==> src/rtl/movegen_pkg.sv <==
// Shared types and constants for the move-generator dispatcher
// and the per-piece generator CSR blocks.
package movegen_pkg;

    localparam logic [31:0] GEN_BASE    = 32'h0000_1000;
    localparam logic [31:0] GEN_STRIDE  = 32'h0000_0040;
    localparam int          BOARD_BYTES = 64;

    // Upper |value| bound of each piece class
    localparam logic [7:0] PAWN_MAX   = 8'd8;
    localparam logic [7:0] ROOK_MAX   = 8'd18;
    localparam logic [7:0] KNIGHT_MAX = 8'd28;
    localparam logic [7:0] BISHOP_MAX = 8'd38;
    localparam logic [7:0] QUEEN_MAX  = 8'd47;
    localparam logic [7:0] KING_VAL   = 8'd48;

    typedef enum logic [2:0] {
        PAWN   = 3'd0,
        ROOK   = 3'd1,
        KNIGHT = 3'd2,
        BISHOP = 3'd3,
        QUEEN  = 3'd4,
        KING   = 3'd5
    } piece_type_e;

    localparam logic [3:0] CSR_CTRL   = 4'd0;
    localparam logic [3:0] CSR_BOARD  = 4'd1;
    localparam logic [3:0] CSR_DEST   = 4'd2;
    localparam logic [3:0] CSR_COLOUR = 4'd3;
    localparam logic [3:0] CSR_MAX    = 4'd4;

    localparam logic [2:0] GEN_REG_CTRL  = 3'd0;
    localparam logic [2:0] GEN_REG_BOARD = 3'd1;
    localparam logic [2:0] GEN_REG_DST   = 3'd2;
    localparam logic [2:0] GEN_REG_X     = 3'd3;
    localparam logic [2:0] GEN_REG_Y     = 3'd4;

    typedef enum logic [2:0] {
        S_IDLE,
        S_FETCH,
        S_SCAN,
        S_CFG,
        S_POLL,
        S_DONE
    } state_e;

    function automatic logic [31:0] gen_addr(
        input piece_type_e t,
        input logic [2:0]  r
    );
        return GEN_BASE + 32'(t) * GEN_STRIDE
             + {27'b0, r, 2'b00};
    endfunction

endpackage

==> src/rtl/movegen_dispatcher_piece_decode.sv <==
// Classifies one signed board square: whether it belongs to the
// requested colour and which generator handles it.
module piece_decode
    import movegen_pkg::*;
(
    input  logic [7:0]  sq_val_i,
    input  logic        colour_i,
    output logic        own_o,
    output piece_type_e type_o
);

    logic [7:0] mag;
    logic       valid;

    always_comb begin
        mag    = sq_val_i[7] ? (8'd0 - sq_val_i) : sq_val_i;
        type_o = PAWN;
        if (mag <= PAWN_MAX) begin
            type_o = PAWN;
        end else if (mag <= ROOK_MAX) begin
            type_o = ROOK;
        end else if (mag <= KNIGHT_MAX) begin
            type_o = KNIGHT;
        end else if (mag <= BISHOP_MAX) begin
            type_o = BISHOP;
        end else if (mag <= QUEEN_MAX) begin
            type_o = QUEEN;
        end else begin
            type_o = KING;
        end
        // Empty squares and out-of-range codes never dispatch
        valid = (mag != 8'd0) && (mag <= KING_VAL);
        own_o = valid && (colour_i ? sq_val_i[7] : !sq_val_i[7]);
    end

endmodule

==> src/rtl/movegen_dispatcher.sv <==
// Walks one board, programs a generator per own piece and
// accumulates the number of boards the generators produced.
module movegen_dispatcher
    import movegen_pkg::*;
(
    input  logic        clk,
    input  logic        rst,
    output logic        slave_waitrequest,
    input  logic [3:0]  slave_address,
    input  logic        slave_read,
    output logic [31:0] slave_readdata,
    input  logic        slave_write,
    input  logic [31:0] slave_writedata,
    input  logic        mem_waitrequest,
    output logic [31:0] mem_address,
    output logic        mem_read,
    input  logic [31:0] mem_readdata,
    input  logic        mem_readdatavalid,
    input  logic        gen_waitrequest,
    output logic [31:0] gen_address,
    output logic        gen_read,
    input  logic [31:0] gen_readdata,
    output logic        gen_write,
    output logic [31:0] gen_writedata
);

    state_e      state_q, state_d;
    logic [6:0]  sq_q, sq_d;
    logic [31:0] word_q, word_d;
    logic [7:0]  count_q, count_d;
    logic        ovf_q, ovf_d;
    logic [31:0] dst_q, dst_d;
    logic [2:0]  step_q, step_d;
    logic        acc_q, acc_d;
    logic [31:0] board_q, board_d;
    logic [31:0] dest_q, dest_d;
    logic        colour_q, colour_d;
    logic [7:0]  max_q, max_d;

    logic [7:0]  cur_byte;
    logic        own;
    piece_type_e ptype;
    logic        busy;
    logic        start;
    logic [6:0]  sq_inc;
    state_e      adv_state;
    logic [2:0]  cfg_reg;
    logic [2:0]  gen_reg;
    logic [31:0] cfg_data;
    logic [7:0]  n_boards;
    logic [8:0]  cnt_sum;
    logic [7:0]  cnt_sat;
    logic        limit_hit;
    logic        unused_gen;

    assign cur_byte   = word_q[{sq_q[1:0], 3'b000} +: 8];
    assign busy       = (state_q != S_IDLE) && (state_q != S_DONE);
    assign start      = slave_write && (slave_address == CSR_CTRL)
                     && (state_q == S_IDLE);
    assign sq_inc     = sq_q + 7'd1;
    assign n_boards   = gen_readdata[7:0];
    assign unused_gen = ^gen_readdata[31:8];

    piece_decode u_decode (
        .sq_val_i (cur_byte),
        .colour_i (colour_q),
        .own_o    (own),
        .type_o   (ptype)
    );

    // Leaving a square: next lane, next word, or end of board
    always_comb begin
        adv_state = S_SCAN;
        if (sq_q[1:0] == 2'd3) begin
            adv_state = (sq_inc == 7'd64) ? S_DONE : S_FETCH;
        end
    end

    // Generator programming order is r=1..4 then r=0 (start)
    always_comb begin
        cfg_reg  = (step_q == 3'd4) ? GEN_REG_CTRL : step_q + 3'd1;
        cfg_data = 32'd0;
        case (cfg_reg)
            GEN_REG_BOARD: cfg_data = board_q;
            GEN_REG_DST:   cfg_data = dst_q;
            GEN_REG_X:     cfg_data = {29'b0, sq_q[2:0]};
            GEN_REG_Y:     cfg_data = {29'b0, sq_q[5:3]};
            default:       cfg_data = 32'd0;
        endcase
    end

    always_comb begin
        cnt_sum   = {1'b0, count_q} + {1'b0, n_boards};
        cnt_sat   = cnt_sum[8] ? 8'hFF : cnt_sum[7:0];
        limit_hit = (max_q != 8'd0) && (cnt_sat >= max_q);
    end

    always_comb begin
        state_d       = state_q;
        sq_d          = sq_q;
        word_d        = word_q;
        count_d       = count_q;
        ovf_d         = ovf_q;
        dst_d         = dst_q;
        step_d        = step_q;
        acc_d         = acc_q;
        mem_read      = 1'b0;
        gen_read      = 1'b0;
        gen_write     = 1'b0;
        gen_reg       = GEN_REG_CTRL;
        gen_writedata = 32'd0;
        unique case (state_q)
            S_IDLE: begin
                if (start) begin
                    state_d = S_FETCH;
                    sq_d    = 7'd0;
                    count_d = 8'd0;
                    ovf_d   = 1'b0;
                    dst_d   = dest_q;
                    acc_d   = 1'b0;
                end
            end
            S_FETCH: begin
                mem_read = !acc_q;
                if (!acc_q && !mem_waitrequest) begin
                    acc_d = 1'b1;
                end
                if (acc_q && mem_readdatavalid) begin
                    word_d  = mem_readdata;
                    acc_d   = 1'b0;
                    state_d = S_SCAN;
                end
            end
            S_SCAN: begin
                if (own) begin
                    state_d = S_CFG;
                    step_d  = 3'd0;
                end else begin
                    sq_d    = sq_inc;
                    state_d = adv_state;
                end
            end
            S_CFG: begin
                gen_write     = 1'b1;
                gen_reg       = cfg_reg;
                gen_writedata = cfg_data;
                if (!gen_waitrequest) begin
                    step_d = step_q + 3'd1;
                    if (step_q == 3'd4) begin
                        state_d = S_POLL;
                    end
                end
            end
            S_POLL: begin
                gen_read = 1'b1;
                if (!gen_waitrequest) begin
                    count_d = cnt_sat;
                    dst_d   = dst_q + {18'b0, n_boards, 6'b0};
                    if (limit_hit) begin
                        ovf_d   = 1'b1;
                        state_d = S_DONE;
                    end else begin
                        sq_d    = sq_inc;
                        state_d = adv_state;
                    end
                end
            end
            S_DONE: begin
                state_d = S_IDLE;
            end
            default: begin
                state_d = S_IDLE;
            end
        endcase
    end

    assign mem_address = board_q + {25'b0, sq_q};
    assign gen_address = gen_addr(ptype, gen_reg);

    always_comb begin
        board_d  = board_q;
        dest_d   = dest_q;
        colour_d = colour_q;
        max_d    = max_q;
        if (slave_write) begin
            case (slave_address)
                CSR_BOARD:  board_d  = slave_writedata;
                CSR_DEST:   dest_d   = slave_writedata;
                CSR_COLOUR: colour_d = slave_writedata[0];
                CSR_MAX:    max_d    = slave_writedata[7:0];
                default:    ;
            endcase
        end
    end

    always_comb begin
        slave_readdata = 32'd0;
        case (slave_address)
            CSR_CTRL:   slave_readdata = {ovf_q, 23'b0, count_q};
            CSR_BOARD:  slave_readdata = board_q;
            CSR_DEST:   slave_readdata = dest_q;
            CSR_COLOUR: slave_readdata = {31'b0, colour_q};
            CSR_MAX:    slave_readdata = {24'b0, max_q};
            default:    slave_readdata = 32'd0;
        endcase
    end

    // Status reads stall until the run reaches DONE
    assign slave_waitrequest = slave_read
                            && (slave_address == CSR_CTRL) && busy;

    always_ff @(posedge clk or posedge rst) begin
        if (rst) begin
            state_q  <= S_IDLE;
            sq_q     <= 7'd0;
            word_q   <= 32'd0;
            count_q  <= 8'd0;
            ovf_q    <= 1'b0;
            dst_q    <= 32'd0;
            step_q   <= 3'd0;
            acc_q    <= 1'b0;
            board_q  <= 32'd0;
            dest_q   <= 32'd0;
            colour_q <= 1'b0;
            max_q    <= 8'd0;
        end else begin
            state_q  <= state_d;
            sq_q     <= sq_d;
            word_q   <= word_d;
            count_q  <= count_d;
            ovf_q    <= ovf_d;
            dst_q    <= dst_d;
            step_q   <= step_d;
            acc_q    <= acc_d;
            board_q  <= board_d;
            dest_q   <= dest_d;
            colour_q <= colour_d;
            max_q    <= max_d;
        end
    end

endmodule

==> config.mk <==
export PLATFORM = sky130hd
export DESIGN_NAME = movegen_dispatcher
export DESIGN_NICKNAME = d
export VERILOG_FILES = /design/src/rtl/movegen_pkg.sv /design/src/rtl/movegen_dispatcher_piece_decode.sv /design/src/rtl/movegen_dispatcher.sv
export SDC_FILE = /design/constraint.sdc
export NUM_CORES = 1
export LEC_CHECK = 0
export ABC_AREA = 1
export ABC_CLOCK_PERIOD_IN_PS = 5600
export CAP_MARGIN = 15
export CORE_MARGIN = 8
export CORE_UTILIZATION = 47
export DETAILED_ROUTE_END_ITERATION = 8
export PLACE_DENSITY = 0.78
export SYNTH_ARGS = -nofsm -noshare
export SYNTH_HDL_FRONTEND = slang
export SYNTH_SLANG_ARGS = --single-unit
==> constraint.sdc <==
create_clock -name clk -period 5.6 [get_ports clk]
set_clock_uncertainty 0.15 [all_clocks]
set_input_delay 1.12 -clock clk [delete_from_list [all_inputs] [get_ports clk]]
set_output_delay 1.12 -clock clk [all_outputs]
set_load 0.01 [all_outputs]
==> impl_metrics.tcl, run 1 <==
set metrics [dict create \
    criticalPathCategory "in -> out" \
    ys_ff_latch 160 \
    cts_tree "built" \
    synth-xor-area-share 0.0397 \
    dp_worst_setup_slack_ps 348 \
    clock_path_buffers 2 \
    final_cells 1941 \
    ys_top_cells_by_count "403 x nand2_1, 182 x inv_1, 160 x dfrtp_1" \
    vias_per_cell 5.51 \
    cts_root_buf "clkbuf_16" \
    yosysSeqAreaShare 0.371 \
    synthTopCellsByArea "dfrtp_1 37%, nand2_1 14%, inv_1 6.3%" \
    cts_setup_buffers 0 \
    reg2reg_setup_slack_ps 1480 \
    grt_pass1_wl_um 57400 \
    synthesis.instances 1472 \
    synth-edff-count 0 \
    drtIter0Drc 1007 \
    gp_congestion 0.997 \
    rows 55 \
    whs_path_depth 2 \
    drive_above_1_share 0.0791 \
    drv_slew 0 \
    cap_violations 0 \
    yosys.area_share.simple 0.259 \
    synth_mux_area_frac 0.0334 \
    final_antenna_net_count 0 \
    yosys_warnings 0 \
    synth_top_area_frac 0.371 \
    grt_pass1_vias 10300 \
    core_area_um2 22600 \
    p_leak_nw 6.17 \
    startpoint_type "primary input" \
    hold_path_end "dst_q[5]$_DFFE_PP0P_" \
    reg2reg_from "count_q[0]$_DFFE_PP0P_" \
    drt-wirelength-per-cell_um 18.7 \
    cp.arrival_ps 3950 \
    vdd_ir_drop_max_mv 0.283 \
    r2r-end "sq_q[2]$_DFFE_PP0P_" \
    ctsHoldBuffers 0 \
    max_stage_delay_ps 630 \
    max_slew_margin 0.422 \
    status "complete, no violations" \
    path_cells "clkdlybuf4s50_1 > nor2_1 > inv_1 > nor3_1 > inv_1 > o21ai_0 > clkdlybuf4s50_1" \
    htree_num_levels 4 \
    vias 10700 \
    hold_viol 0 \
    clk_latency_ps 440 \
    grt.overflow.total 0 \
    start_util 0.478 \
    synth_most_common_cell "nand2_1" \
    post-route-period-util 0.932 \
    dr.pass1.iters 9 \
    num-nets-final 1792 \
    setup_slack_ps 383 \
    crit_start "slave_address[3]" \
    drc_errors 0 \
    required_ps 4330 \
    crit_path_top_delay_cell "clkdlybuf4s50_1" \
    numCtsBuffers 17 \
    rsz0062_at_grt "false" \
    synth_fa_ha_area_frac 0.0508 \
    die_area_um2 28100 \
    fp.dieW_um 168 \
    cts.sinks 160 \
    areaGrowthSynthToFinish_pct 24.3 \
    min_from "dst_q[5]$_DFFE_PP0P_" \
    async_flop_share 1.00 \
    min_path_type "reg -> reg" \
    die_h_um 168 \
    finalSetupViolCount 0 \
    syn-cell-area_um2 10800 \
    ios 239 \
    synth_compound_area_frac 0.138 \
    reg2reg_depth 25 \
    finalSetupTns_ps 0 \
    ys.flop_type "dfrtp_1" \
    yosysTopAreaCell "dfrtp_1" \
    antenna_found_initial 0 \
    cts_resized 0 \
    power.density_nw_per_um2 454 \
    wl_um 36300 \
    worst_slew_pin_slew_ps 857 \
    yosys.cell_types.count 51 \
    design_area_um2 13400 \
    antenna_cells 0 \
    max_freq_ghz 0.192 \
    grt_usage 0.258 \
    dp_cells 1909 \
    synth_top_family_by_area "simple AND/OR/NAND/NOR gates" \
    dp_hpwl_um 27800 \
    io_buffers 188 \
    grt_max_degree 92 \
    crit_path_end_kind "output port" \
    period_needed_ps 5220 \
    clk_pin_slew_ps 70 \
    placedInstanceArea_um2 12800 \
    critPathMaxFanout 21 \
    synth_area_per_cell_um2 7.33 \
]
==> sequential cells by signal (all words and copies together), names as in the netlist <==
signal and count:
dest_q 32, word_q 32, board_q 32, count_q 8, dst_q 32, sq_q 7
acc_q 1, state_q 3, ovf_q 1, step_q 3, colour_q 1, max_q 8
==> routing by layer <==
layer  wire (um)  global-route usage  vias up
li1            -                   -     5074
met1       15000               0.339     4970
met2       16600               0.409      562
met3        3350              0.0585       81
met4        1250              0.0947        0
met5           0                   0        -
==> report_power, final <==
group	switching [mW]	leakage, nW	internal (mW)
clock	0.575	0.291	0.601
sequential	0.354	2.04	1.51
combinational	1.89	3.84	1.18
total	2.81	6.17	3.28
==> cell families after synthesis <==
family / count (synthesis)
simple gates: 650
buf+inv: 269
compound gates: 268
flops: 160
xor+xnor: 49
fa+ha+maj: 42
mux: 32
other cells: 2
==> through the flow <==
stage,hold slack [ps],total power [mW],util
after floorplan,292,3.86,-
after detailed placement,317,4.88,0.569
after CTS,333,6.06,0.595
after global placement,309,4.77,0.569
final,335,6.10,0.595
after global routing,354,6.55,0.595
==> worst max-delay path: cells and delay by family <==
family / cells / cell delay (ps)
AOI/OAI and AO/OA: 1 / 520
and+or+nand+nor: 2 / 660
buffers and inverters: 4 / 1650
==> final cells by class <==
class                   count  area [um2]
multi-input cells        1067        5730
clock inverters            15         155
repair buffers            205        2010
clock buffers              17         425
inverters                 192         739
fillers                  2057        9150
well taps                 285         357
flip-flops and latches    160        4000
==> how the worst max path moves through the flow <==
stage | to | slack, ps | cells past startpoint
6_report | slave_readdata[8] | 380 | 7
5_1_grt | mem_address[20] | 220 | 15
3_3_place_gp | sq_q[0]$_DFFE_PP0P_ | 460 | 26
4_1_cts | slave_readdata[8] | 400 | 7
3_5_place_dp | sq_q[4]$_DFFE_PP0P_ | 350 | 26
2_1_floorplan | acc_q$_DFFE_PP0P_ | 10 | 1
==> cells in the final DEF, fill, tap and decap left out, types with 11 or more instances in the layout <==
cell,instances
mux2_2,32
clkbuf_16,17
dfrtp_1,160
o21ai_0,130
xor2_1,41
inv_1,181
o21ai_1,14
ha_1,39
nand2_2,11
clkdlybuf4s50_1,188
nor3_1,31
nand4_1,25
nand3_1,53
conb_1,26
nand2_1,403
o22ai_1,15
buf_4,17
a21oi_1,69
nor2_1,91
Power figures use the tool's default switching activity.
==> inputs of run 2 (changes only) <==
--- a/config.mk
+++ b/config.mk
@@ -9,9 +9,11 @@
 export ABC_CLOCK_PERIOD_IN_PS = 5600
 export CAP_MARGIN = 15
 export CORE_MARGIN = 8
-export CORE_UTILIZATION = 47
+export CORE_UTILIZATION = 48
 export DETAILED_ROUTE_END_ITERATION = 8
-export PLACE_DENSITY = 0.78
+export MAX_ROUTING_LAYER = met4
+export PLACE_DENSITY = 0.79
 export SYNTH_ARGS = -nofsm -noshare
 export SYNTH_HDL_FRONTEND = slang
+export SYNTH_HIERARCHICAL = 1
 export SYNTH_SLANG_ARGS = --single-unit
==> run 2 against run 1 <==
Effect of this change: cell count up 9.6%; final area grew 4.9%; wire length increased by 4.2%; utilization grew 0.51 points; synthesized area rose by 6.0%; hold slack gained 4.4 ps; fmax up 4.4%; register-to-register slack better by 440 ps; clock-buffer cell count grew 1.
==> impl_metrics.tcl, run 2 <==
set metrics [dict create \
    finalSetupViolCount 0 \
    synth-edff-count 0 \
    ctsHoldBuffers 0 \
    die_h_um 170 \
    startpoint_type "flip-flop" \
    ys_ff_latch 160 \
    synthTopCellsByArea "dfrtp_1 35%, nand2_1 14%, inv_1 8.6%" \
    die_area_um2 29000 \
    drive_above_1_share 0.0774 \
    required_ps 4330 \
    grt_max_degree 109 \
    r2r-end "state_q[1]$_DFFE_PP0P_" \
    num-nets-final 1943 \
    p_leak_nw 6.70 \
    reg2reg_setup_slack_ps 1920 \
    cp.arrival_ps 3730 \
    max_freq_ghz 0.200 \
    dr.pass1.iters 5 \
    final_cell_mix "421 x nand2_1, 261 x inv_1, 188 x clkdlybuf4s50_1" \
    rsz0062_at_grt "false" \
    finalSetupTns_ps 0 \
    cts_tree "built" \
    dp_worst_setup_slack_ps 888 \
    vias_per_cell 5.38 \
    ys.flop_type "dfrtp_1" \
    criticalPathCategory "reg -> out" \
    ys_top_cells_by_count "421 x nand2_1, 262 x inv_1, 160 x dfrtp_1" \
    status "complete, no violations" \
    clk_latency_ps 440 \
    cap_violations 0 \
    drt-wirelength-per-cell_um 17.8 \
    worst_slew_pin_slew_ps 1080 \
    drc_errors 0 \
    power.density_nw_per_um2 471 \
    antenna_found_initial 0 \
    fp.dieW_um 170 \
    grt.overflow.total 0 \
    drtIter0Drc 1293 \
    core_area_um2 23500 \
    yosys_warnings 6 \
    hold_viol 0 \
    period_needed_ps 5000 \
    grt_usage 0.268 \
    reg2reg_from "sq_q[0]$_DFFE_PP0P_" \
    grt_pass1_wl_um 59200 \
    synthesis.instances 1631 \
    grt_pass1_vias 10900 \
    design_area_um2 14100 \
    layout_commonest_cell "nand2_1" \
    cts_root_buf "clkbuf_16" \
    syn-cell-area_um2 11400 \
    placedInstanceArea_um2 13500 \
    gp_congestion 0.988 \
    htree_num_levels 4 \
    max_slew_margin 0.277 \
    antenna_cells 0 \
    synth_area_per_cell_um2 7.02 \
    ios 239 \
    fin_util 0.600 \
    hold_path_end "dest_q[8]$_DFFE_PP0P_" \
    cts_resized 0 \
    synth_most_common_cell "nand2_1" \
    clk_pin_slew_ps 60 \
    io_buffers 188 \
    cts_setup_buffers 0 \
    post-route-period-util 0.892 \
    min_path_type "reg -> reg" \
    reg2reg_depth 20 \
    cts.sinks 160 \
    async_flop_share 1.00 \
    start_util 0.488 \
    final_antenna_net_count 0 \
    yosysTopAreaCell "dfrtp_1" \
    synth_top_area_frac 0.350 \
    critPathMaxFanout 18 \
    clock_path_buffers 2 \
    whs_path_depth 2 \
    vdd_ir_drop_max_mv 0.248 \
    drv_slew 0 \
    dp_hpwl_um 29200 \
    numCtsBuffers 17 \
    yosys.cell_types.count 56 \
    wl_um 37800 \
    yosysSeqAreaShare 0.350 \
    rows 56 \
    areaGrowthSynthToFinish_pct 23.0 \
    min_from "dest_q[8]$_DFFE_PP0P_" \
    setup_slack_ps 604 \
    vias 11500 \
    crit_path_end_kind "output port" \
]
run 2: changes by cell type after synthesis, sizes merged, moves of 22 or more:
cell | before | now
nor2 | 98 | 144
inv | 189 | 273
nand3 | 63 | 96
o22ai | 15 | 62
a21oi | 69 | 44
nand2 | 417 | 439
run 2: worst max-delay path by stage:
stage                        startpoint                  end  slack (ps)  cells after the start
floorplan                           rst    acc_q$_DFFE_PP0P_          10                      1
finish              sq_q[0]$_DFFE_PP0P_       gen_address[7]         600                     14
CTS                 sq_q[0]$_DFFE_PP0P_       gen_address[7]         630                     14
global route        sq_q[0]$_DFFE_PP0P_       gen_address[6]         260                     19
detailed placement      gen_readdata[0]  sq_q[0]$_DFFE_PP0P_         890                     21
global placement       slave_address[1]   slave_readdata[31]         880                      6
run 2: where the power goes:
part           switching [mW]  internal, mW  leakage (nW)
Sequential              0.327          1.53          2.02
Clock                   0.545         0.686         0.287
Combinational            2.21          1.33          4.39
Total                    3.09          3.55          6.70
run 2: stage by stage:
step,power (mW),hold slack (ps),cells
after floorplan,4.27,303,1655
after global placement,5.25,317,2095
after detailed placement,5.35,324,2095
after CTS,6.59,340,2127
after global routing,7.12,361,2127
final,6.63,339,2127
run 2: worst max-delay path, cell delays in order, from the launching register on:
cell and delay (ps):
dfrtp_1 510, inv_1 480, o21ai_0 170, o22ai_1 310, inv_2 150, ha_1 250
nand2_1 120, nand2_1 100, nand2_2 90, nand2_4 70, a21oi_2 190, o21ai_1 90
and2_4 140, nor2_2 70, clkdlybuf4s50_1 540
run 2: kinds of logic (layout without fill, tap and decap cells):
| group | Yosys count | in the layout | share of synthesized area |
|---|---|---|---|
| flops | 160 | 160 | 0.350 |
| other cells | 2 | 26 | 0.000656 |
| mux | 32 | 32 | 0.0315 |
| compound gates | 271 | 271 | 0.134 |
| xor+xnor | 36 | 36 | 0.0275 |
| fa+ha+maj | 41 | 41 | 0.0468 |
| simple gates | 736 | 736 | 0.281 |
| buf+inv | 353 | 506 | 0.129 |
run 2: cell type report:
cell class	count	area (um2)
Clock buffer	18	439
Clock inverter	14	170
Fill cell	2183	9400
Inverter	275	1040
Multi-Input combinational cell	1142	6060
Sequential cell	160	4000
Tap cell	319	399
Timing Repair Buffer	199	1960
run 2: layer usage:
metal	wire, um	up-vias	global-route usage
met1	16700	5366	0.360
li1	-	5510	-
met4	1220	0	0.0950
met3	2970	74	0.0461
met2	16900	502	0.401
met5	0	-	-
